File: src/rtl/s6_icap_boot_ctrl.sv
// Arbiter and IPROG sequencer in front of the Spartan-6 ICAP Wishbone slave.
// Optional macro S6_ICAP_BOOT_FALLBACK_EN adds the GENERAL3/GENERAL4 fallback words.
module s6_icap_boot_ctrl #(
  parameter int unsigned TIMEOUT     = 1023,
  parameter logic [7:0]  FLASH_RD_OP = 8'h0B
) (
  input  logic        clk,
  input  logic        reset_n,
  input  logic        s_cyc_i,
  input  logic        s_stb_i,
  input  logic        s_we_i,
  input  logic [31:0] s_dat_i,
  output logic [31:0] s_dat_o,
  output logic        s_ack_o,
  output logic        m_cyc_o,
  output logic        m_stb_o,
  output logic        m_we_o,
  output logic [31:0] m_dat_o,
  input  logic [31:0] m_dat_i,
  input  logic        m_ack_i,
  input  logic        start,
  input  logic [23:0] boot_addr,
  input  logic [23:0] fallback_addr,
  output logic        busy,
  output logic        done,
  output logic        error
);

`ifdef S6_ICAP_BOOT_FALLBACK_EN
  localparam int unsigned NumWords = 16;
`else
  localparam int unsigned NumWords = 12;
`endif
  localparam logic [3:0]      LastIdx = 4'(NumWords - 1);
  localparam int unsigned     CntW    = (TIMEOUT < 2) ? 1 : $clog2(TIMEOUT + 1);
  localparam logic [CntW-1:0] CntMax  = CntW'(TIMEOUT);
  localparam logic [CntW-1:0] CntOne  = CntW'(1);

  typedef enum logic [2:0] {StIdle, StCpu, StSeqReq, StSeqRel, StDone, StErr} state_e;

  state_e          state_q, state_d;
  logic [3:0]      idx_q, idx_d;
  logic [CntW-1:0] cnt_q, cnt_d;
  logic [23:0]     boot_q, boot_d;
  logic [23:0]     fb_w;
  logic            done_q, done_d;
  logic            error_q, error_d;
  logic            pend_q, pend_d;
  logic            acked_q, acked_d;
  logic            ack_prev_q;
  logic            s_ack_q, s_ack_d;
  logic [31:0]     s_dat_q, s_dat_d;
  logic            ack_rise;
  logic [3:0]      widx;
  logic [15:0]     word;
  logic            unused_hi;

  assign ack_rise  = m_ack_i & ~ack_prev_q;
  // CPU writes are truncated so the upper half of m_dat_o stays zero
  assign unused_hi = ^s_dat_i[31:16];

`ifdef S6_ICAP_BOOT_FALLBACK_EN
  logic [23:0] fb_q, fb_d;
  assign fb_w = fb_q;
  assign widx = idx_q;
`else
  logic unused_fb;
  assign unused_fb = ^fallback_addr;
  assign fb_w      = 24'h0;
  // Skip the four fallback words of the full stream
  assign widx      = (idx_q >= 4'd7) ? idx_q + 4'd4 : idx_q;
`endif

  always_comb begin
    word = 16'h2000;
    unique case (widx)
      4'd0:    word = 16'hFFFF;
      4'd1:    word = 16'hAA99;
      4'd2:    word = 16'h5566;
      4'd3:    word = 16'h3261;
      4'd4:    word = boot_q[15:0];
      4'd5:    word = 16'h3281;
      4'd6:    word = {FLASH_RD_OP, boot_q[23:16]};
      4'd7:    word = 16'h32A1;
      4'd8:    word = fb_w[15:0];
      4'd9:    word = 16'h32C1;
      4'd10:   word = {FLASH_RD_OP, fb_w[23:16]};
      4'd11:   word = 16'h30A1;
      4'd12:   word = 16'h000E;
      default: word = 16'h2000;
    endcase
  end

  always_comb begin
    state_d = state_q;
    idx_d   = idx_q;
    cnt_d   = cnt_q;
    boot_d  = boot_q;
`ifdef S6_ICAP_BOOT_FALLBACK_EN
    fb_d    = fb_q;
`endif
    done_d  = done_q;
    error_d = error_q;
    pend_d  = pend_q;
    acked_d = acked_q;
    s_ack_d = 1'b0;
    s_dat_d = s_dat_q;
    m_cyc_o = 1'b0;
    m_stb_o = 1'b0;
    m_we_o  = 1'b0;
    m_dat_o = 32'h0;
    busy    = 1'b0;
    unique case (state_q)
      StIdle: begin
        acked_d = 1'b0;
        if (start || pend_q) begin
          boot_d  = boot_addr;
`ifdef S6_ICAP_BOOT_FALLBACK_EN
          fb_d    = fallback_addr;
`endif
          done_d  = 1'b0;
          error_d = 1'b0;
          pend_d  = 1'b0;
          idx_d   = 4'd0;
          cnt_d   = '0;
          state_d = StSeqReq;
        end else if (s_cyc_i && s_stb_i) begin
          state_d = StCpu;
        end
      end
      StCpu: begin
        m_cyc_o = s_cyc_i;
        m_stb_o = s_stb_i & ~acked_q;
        m_we_o  = s_we_i;
        m_dat_o = {16'h0, s_dat_i[15:0]};
        if (start) pend_d = 1'b1;
        if (ack_rise && !acked_q) begin
          acked_d = 1'b1;
          s_ack_d = 1'b1;
          s_dat_d = m_dat_i;
        end
        if ((acked_q || !s_cyc_i) && !m_ack_i) state_d = StIdle;
      end
      StSeqReq: begin
        busy    = 1'b1;
        m_cyc_o = 1'b1;
        m_stb_o = 1'b1;
        m_we_o  = 1'b1;
        m_dat_o = {16'h0, word};
        if (ack_rise) begin
          state_d = StSeqRel;
        end else begin
          if (cnt_q != CntMax) cnt_d = cnt_q + CntOne;
          if (cnt_d == CntMax) begin
            error_d = 1'b1;
            state_d = StErr;
          end
        end
      end
      StSeqRel: begin
        busy = 1'b1;
        // A held ack keeps us here, so each ack advances exactly one word
        if (!m_ack_i) begin
          if (idx_q == LastIdx) begin
            state_d = StDone;
          end else begin
            idx_d   = idx_q + 4'd1;
            cnt_d   = '0;
            state_d = StSeqReq;
          end
        end
      end
      StDone: begin
        done_d  = 1'b1;
        if (start) pend_d = 1'b1;
        state_d = StIdle;
      end
      StErr: begin
        if (start) pend_d = 1'b1;
        state_d = StIdle;
      end
      default: state_d = StIdle;
    endcase
  end

  always_ff @(posedge clk or negedge reset_n) begin
    if (!reset_n) begin
      state_q    <= StIdle;
      idx_q      <= 4'd0;
      cnt_q      <= '0;
      boot_q     <= 24'h0;
`ifdef S6_ICAP_BOOT_FALLBACK_EN
      fb_q       <= 24'h0;
`endif
      done_q     <= 1'b0;
      error_q    <= 1'b0;
      pend_q     <= 1'b0;
      acked_q    <= 1'b0;
      ack_prev_q <= 1'b0;
      s_ack_q    <= 1'b0;
      s_dat_q    <= 32'h0;
    end else begin
      state_q    <= state_d;
      idx_q      <= idx_d;
      cnt_q      <= cnt_d;
      boot_q     <= boot_d;
`ifdef S6_ICAP_BOOT_FALLBACK_EN
      fb_q       <= fb_d;
`endif
      done_q     <= done_d;
      error_q    <= error_d;
      pend_q     <= pend_d;
      acked_q    <= acked_d;
      ack_prev_q <= m_ack_i;
      s_ack_q    <= s_ack_d;
      s_dat_q    <= s_dat_d;
    end
  end

  assign s_ack_o = s_ack_q;
  assign s_dat_o = s_dat_q;
  assign done    = done_q;
  assign error   = error_q;

endmodule

File: config.mk
export PLATFORM = sky130hd
export DESIGN_NAME = s6_icap_boot_ctrl
export DESIGN_NICKNAME = d
export VERILOG_FILES = /design/src/rtl/s6_icap_boot_ctrl.sv
export SDC_FILE = /design/constraint.sdc
export NUM_CORES = 1
export LEC_CHECK = 0
export ABC_AREA = 1
export BUFFER_PORTS_ARGS = -buffer_cell sky130_fd_sc_hd__buf_2
export CAP_MARGIN = 20
export CELL_PAD_IN_SITES_DETAIL_PLACEMENT = 0
export CELL_PAD_IN_SITES_GLOBAL_PLACEMENT = 1
export CORE_MARGIN = 1
export CORE_UTILIZATION = 35
export DETAILED_ROUTE_END_ITERATION = 12
export GPL_TIMING_DRIVEN = 0
export PLACE_DENSITY = 0.85
export SKIP_LAST_GASP = 1
export SLEW_MARGIN = 15
export SYNTH_ARGS = -nofsm -noshare
export SYNTH_HDL_FRONTEND = slang
export SYNTH_SLANG_ARGS = --single-unit
File: constraint.sdc
create_clock -name clk -period 3.13 [get_ports clk]
set_clock_uncertainty 0.15 [all_clocks]
set_input_delay 0.1565 -clock clk [delete_from_list [all_inputs] [get_ports clk]]
set_output_delay 0.1565 -clock clk [all_outputs]
set_load 0.01 [all_outputs]
==> impl_metrics.json, run 1 <==
{
  "status": "finished, final reports clean",
  "wl_met2_microns": 5760,
  "synth_largest_area_cell": "sky130_fd_sc_hd__dfrtp_1",
  "r2r_setup_slack_ns": 1.08,
  "hold_viol_final": 0,
  "cts_buffers": 9,
  "setup.worst_path.start_class": "flop",
  "global_route.overflow_total": 0,
  "rsz0062_at_grt": "false",
  "worst-path-max-fanout": 8,
  "finalNonFillerCells": 947,
  "p_leak_nw": 3.32,
  "whs_path_depth": 4,
  "synth.distinct_cells": 36,
  "postRouteAntennaNets": 0,
  "clkLatencyLatePin_ns": 0.34,
  "rr_endpoint": "state_q[0]",
  "cts_num_sinks": 79,
  "dr.pass1.iters": 4,
  "final_period_minus_worst_setup_slack_ns": 2.68,
  "synth_most_common_cell": "sky130_fd_sc_hd__nand2_1",
  "clock_tree.htree_level_count": 3,
  "starting_utilization_of_the_core_area": 0.359,
  "worst-endpoint-required_ns": 2.82,
  "routed-via-count": 4467,
  "ys.warnings.count": 0,
  "wl_per_cell_microns": 12.6,
  "met3WireLength_microns": 547,
  "post-cts-setup-buffer-count": 0,
  "groute.usage.overall": 0.196,
  "ctsResizeCount": 0,
  "crit-reg2reg-launch": "cnt_q[0]",
  "power_per_cell_area_nw_per_um2": 807,
  "dieArea_sq_um": 12700,
  "cts.reportedPaths.clkPinSlew_ns": 0.07,
  "ctsLongestPathBuffers": 2,
  "area_delta_synth_final_pct": 41.9,
  "place.detailed.hpwl_microns": 8480,
  "most_frequent_cells_after_synthesis": "sky130_fd_sc_hd__nand2_1, sky130_fd_sc_hd__dfrtp_1, sky130_fd_sc_hd__inv_1",
  "gp_routability_congestion": 0.843,
  "buffer_ports.inserted": 133,
  "postSynthAreaPerCell_sq_um": 7.44,
  "floorplan.rows": 40,
  "setup_total_negative_slack_ns": 0,
  "yosysTopAreaCellShare": 0.460,
  "ys_seq_area_frac": 0.460,
  "synth-edff-count": 0,
  "wire_length_of_the_first_global_routing_pass_microns": 20000,
  "timing.final.max_slew_violations": 0,
  "yosys_most_used_dff": "sky130_fd_sc_hd__dfrtp_1",
  "topRoutingLayerUsed": "met4",
  "via_cell_ratio": 4.72,
  "synth.ff_latch_count": 79,
  "floorplan.io_pins": 190,
  "synth.area.top_cells": "sky130_fd_sc_hd__dfrtp_1, sky130_fd_sc_hd__nand2_1, sky130_fd_sc_hd__nand3_1, sky130_fd_sc_hd__buf_4, sky130_fd_sc_hd__inv_1",
  "grt_antenna_before_repair": 0,
  "hold_path.startpoint": "start",
  "placeableCoreArea_sq_um": 12000,
  "detailedRoute.firstIterationViolations": 253,
  "critPathKind": "reg2out",
  "root_buffer": "sky130_fd_sc_hd__clkbuf_16",
  "tritoncts": "done",
  "worst-endpoint-arrival_ns": 2.38,
  "fillerInstances": 1123,
  "number_of_antenna_diodes": 0,
  "wirelength_microns": 11900,
  "hold_ws_ns": 0.0644,
  "die_y_microns": 113,
  "end_kind": "output port",
  "maxCapViolations": 0,
  "wl_met1_microns": 5350,
  "post-route-period-util": 0.858,
  "drc_violations_left": 0,
  "max_freq_ghz": 0.373,
  "dp.cells": 873,
  "number_of_global_route_vias_before_repair": 4351,
  "grt_max_degree": 45,
  "timing.final.setup_violations": 0,
  "layout_cells_sized_above_1": 0.264,
  "ys_async_sr_fraction": 1.00,
  "max-vdd-ir-drop_mv": 0.394,
  "reg2reg_depth": 12,
  "capture_endpoint_of_the_worst_hold_path": "pend_q",
  "gate_count_post_synth": 577,
  "layout.nets": 921,
  "die_x_microns": 113,
  "synth.cell_area_sq_um": 4290,
  "hold_path_class": "in2reg"
}
==> where the power goes <==
part           total, mW  switching [mW]  internal, mW
registers           1.67           0.247          1.43
logic               2.24            1.39         0.849
clock network       1.00           0.441         0.563
==> area by class of cell <==
type                    count  area [sq um]  area share
flip-flops and latches     79          1980       0.324
inverters                  44           165      0.0271
plain buffers              30           191      0.0314
clock inverters             6          43.8     0.00719
clock buffers              10           239      0.0392
multi-input cells         439          2020       0.331
repair buffers            192          1280       0.209
well taps                 147           184      0.0302
==> worst max path at each step <==
stage	depth (start not counted)	slack (ns)	to	from
2_1_floorplan	13	1.21	m_dat_o[13]	idx_q[0]
3_3_place_gp	14	0.89	m_dat_o[13]	idx_q[0]
3_5_place_dp	13	0.84	m_dat_o[2]	idx_q[1]
4_1_cts	14	0.45	m_dat_o[13]	idx_q[1]
5_1_grt	13	0.23	m_dat_o[1]	idx_q[0]
6_report	14	0.45	m_dat_o[13]	idx_q[1]
==> critical path, stage by stage, from the launching register on <==
cell and delay [ns]:
sky130_fd_sc_hd__dfrtp_1 0.39, sky130_fd_sc_hd__ha_1 0.33, sky130_fd_sc_hd__nand2_1 0.14, sky130_fd_sc_hd__nand2_2 0.11, sky130_fd_sc_hd__nand2_2 0.06, sky130_fd_sc_hd__nand2_2 0.11
sky130_fd_sc_hd__inv_2 0.07, sky130_fd_sc_hd__o211ai_2 0.12, sky130_fd_sc_hd__inv_2 0.11, sky130_fd_sc_hd__nor2_1 0.18, sky130_fd_sc_hd__nand3_1 0.10, sky130_fd_sc_hd__nand2_1 0.07
sky130_fd_sc_hd__nand2_1 0.05, sky130_fd_sc_hd__nand2_1 0.05, sky130_fd_sc_hd__buf_2 0.12
==> sequential cells by signal, indices dropped and copies added (netlist names) <==
signal and count:
pend_q 1, error 1, s_ack_o 1, done 1, s_dat_o 32, idx_q 4
state_q 3, cnt_q 10, ack_prev_q 1, boot_q 24, acked_q 1
==> cells by family (layout without fill, tap and decap cells) <==
group	count (synthesis)	after routing	synth area share
AO/OA/AOI/OAI	51	51	0.0752
other	1	16	0.000873
flip-flops	79	79	0.460
AND/OR/NAND/NOR	364	364	0.358
buffers and inverters	74	282	0.0830
adder cells (fa/ha/maj)	7	7	0.0204
XOR/XNOR	1	1	0.00204
==> what timing repair did <==
action	CTS	global route
endpoints found under the hold margin	92	0
hold buffers	58	0
setup endpoints to repair	0	0
==> metrics by stage <==
stage	setup WS [ns]	instance area [sq um]	util	power, mW
finish	0.446	6090	0.509	4.92
detailed placement	0.836	5230	0.437	3.86
CTS	0.451	6090	0.509	4.93
floorplan	1.21	4350	-	3.03
global route	0.226	6090	0.509	5.30
global placement	0.894	5200	0.435	3.81
==> routing by layer <==
layer  global-route usage  vias up
met3               0.0445       25
met2                0.318      120
li1                     -     2210
met4               0.0853        0
met5                    0        -
met1                0.253     2112
==> cell usage in the layout (no fill, tap or decap), drive strengths merged, types with 2 or more instances in the layout <==
cell type	instances
nand2	287
buf	161
dfrtp	79
dlygate4sd3	58
inv	46
nor2	37
nand3	32
o21ai	26
conb	16
clkbuf	13
a22o	7
a21oi	7
ha	7
nor3	4
o211ai	3
clkinv	3
a211oi	2
nand4	2
o22ai	2
No activity file was read; power rests on OpenSTA's default activity.
==> inputs of run 2 (changes only) <==
==> constraint.sdc (replaced) <==
create_clock -name clk -period 3.13 [get_ports clk]
set_clock_uncertainty 0.15 [all_clocks]
set_input_delay 0.313 -clock clk [delete_from_list [all_inputs] [get_ports clk]]
set_output_delay 0.313 -clock clk [all_outputs]
set_load 0.01 [all_outputs]
==> impl_metrics.json, run 2 (synthesis gave the netlist of run 1 again) <==
{
  "most_heavily_used_metal_layer_in_global_routing": "met2",
  "clkLatencyLatePin_ns": 0.34,
  "timing.max_slew.rel_slack": 0.665,
  "critPathKind": "reg2out",
  "internal-power_mw": 2.79,
  "seq_power_share": 0.346,
  "final_period_minus_worst_setup_slack_ns": 2.84,
  "power_frac_clock": 0.206,
  "worst-endpoint-required_ns": 2.67,
  "cp_num_buf_inv": 3,
  "fillerInstances": 1197,
  "routed-via-count": 4168,
  "placeableCoreArea_sq_um": 12000,
  "netSwitchingFraction": 0.423,
  "dieArea_sq_um": 12700,
  "via_cell_ratio": 4.68,
  "globalRouteMet3Util": 0.0412,
  "grt_max_degree": 45,
  "groute.usage.overall": 0.183,
  "dp_slack_ns": 0.680,
  "wirelength_microns": 11100,
  "die_y_microns": 113,
  "timing.final.max_slew_violations": 0,
  "worst-path-max-fanout": 8,
  "wire_length_of_the_first_global_routing_pass_microns": 18600,
  "floorplan.io_pins": 190,
  "number_of_antenna_diodes": 0,
  "tightestPinTransition_ns": 0.502,
  "end_kind": "output port",
  "place.detailed.hpwl_microns": 8480,
  "status": "finished, final reports clean",
  "area_delta_synth_final_pct": 28.8,
  "floorplan.rows": 40,
  "hold_path.startpoint": "boot_addr[0]",
  "layout_common_cells": "sky130_fd_sc_hd__nand2_1, sky130_fd_sc_hd__buf_2, sky130_fd_sc_hd__dfrtp_1",
  "wl_per_cell_microns": 12.5,
  "timing.final.setup_violations": 0,
  "cts_num_sinks": 79,
  "cts_buffers": 9,
  "cp_slowest_cell": "sky130_fd_sc_hd__dfrtp_1",
  "setup.worst_path.start": "idx_q[1]",
  "hold_ws_ns": 0.0233,
  "crit-reg2reg-launch": "cnt_q[0]",
  "dr.pass1.iters": 7,
  "met1_usage": 0.242,
  "layout_cells_sized_above_1": 0.284,
  "root_buffer": "sky130_fd_sc_hd__clkbuf_16",
  "starting_utilization_of_the_core_area": 0.359,
  "crit_path_cell_trace": "ha_1 > nand2_1 > nand2_2 > nand2_2 > nand2_2 > inv_2 > o211ai_2 > inv_2 > nor2_1 > nand3_1 > nand2_1 > nand2_1 > nand2_1 > buf_2",
  "drc_violations_left": 0,
  "post-layout-total-power_mw": 4.84,
  "setup.worst_path.start_class": "flop",
  "worst-endpoint-arrival_ns": 2.38,
  "slowest_delay_ns": 0.39,
  "post-cts-setup-buffer-count": 0,
  "critPathMostFrequentCell": "sky130_fd_sc_hd__nand2_1",
  "p_sw_mw": 2.05,
  "ctsLongestPathBuffers": 2,
  "layout.nets": 865,
  "number_of_global_route_vias_before_repair": 3984,
  "layout.cells.most_common": "sky130_fd_sc_hd__nand2_1",
  "buffer_ports.inserted": 133,
  "post-route-period-util": 0.908,
  "timing.critical_path.max_delay_family": "simple AND/OR/NAND/NOR gates",
  "maxCapViolations": 0,
  "p_comb_frac": 0.448,
  "grt_antenna_before_repair": 0,
  "post-route-worst-setup-slack_ns": 0.289,
  "setup_total_negative_slack_ns": 0,
  "hold_viol_final": 0,
  "rsz0062_at_grt": "false",
  "p_leak_nw": 3.08,
  "cts.reportedPaths.clkPinSlew_ns": 0.06,
  "detailedRoute.firstIterationViolations": 211,
  "power_per_cell_area_nw_per_um2": 875,
  "gp_routability_congestion": 0.843,
  "grtUsageMet2": 0.290,
  "max-vdd-ir-drop_mv": 0.391,
  "max_freq_ghz": 0.352,
  "postRouteAntennaNets": 0,
  "global_route.overflow_total": 0,
  "hold_path_class": "in2reg",
  "largest_register_ff_count": 32,
  "die_x_microns": 113,
  "clock_tree.htree_level_count": 3,
  "tritoncts": "done"
}
## run 2: timing repair
item,in CTS,in global routing
resized for setup,0,0
hold buffers,2,0
hold endpoints to repair,36,0
## run 2: worst min-delay path, stage by stage
cell	delay [ns]
sky130_fd_sc_hd__buf_2	0.08
sky130_fd_sc_hd__nand2_1	0.04
sky130_fd_sc_hd__nand2_1	0.05
## run 2: routing by layer
layer  vias up  wire, microns
met4         0            229
li1       2098              -
met5         -              0
met3        19            610
met2       110           5150
met1      1941           5130
## run 2: power groups by stage
stage	combinational [mW]	clock [mW]	sequential (mW)
global placement	2.14	0	1.67
finish	2.17	0.998	1.67
CTS	2.19	1.02	1.67
detailed placement	2.18	0	1.68
floorplan	1.29	0	1.74
global route	2.45	1.06	1.72
## run 2: stage by stage
step	area, sq um	std cells	util
5_1_grt	5530	891	0.463
3_5_place_dp	5230	873	0.437
6_report	5530	891	0.463
3_3_place_gp	5200	872	0.435
4_1_cts	5530	891	0.463
2_1_floorplan	4350	592	-
## run 2: cell type report
cell class	count	area, sq um	area share
plain buffers	30	191	0.0346
inverters	44	165	0.0299
flip-flops and latches	79	1980	0.357
well taps	147	184	0.0332
clock inverters	6	43.8	0.00791
repair buffers	136	716	0.129
multi-input cells	439	2020	0.365
clock buffers	10	239	0.0432
## run 2: final timing paths
path	end	slack [ns]	cells past startpoint
max in group asynchronous	s_dat_o[27]	1.91	3
setup / recovery	m_dat_o[13]	0.29	14
min in group asynchronous	boot_q[6]	0.33	2
setup reg to reg	state_q[0]	1.08	12
hold / removal	boot_q[0]	0.02	3
hold reg to reg	s_dat_o[21]	0.32	2
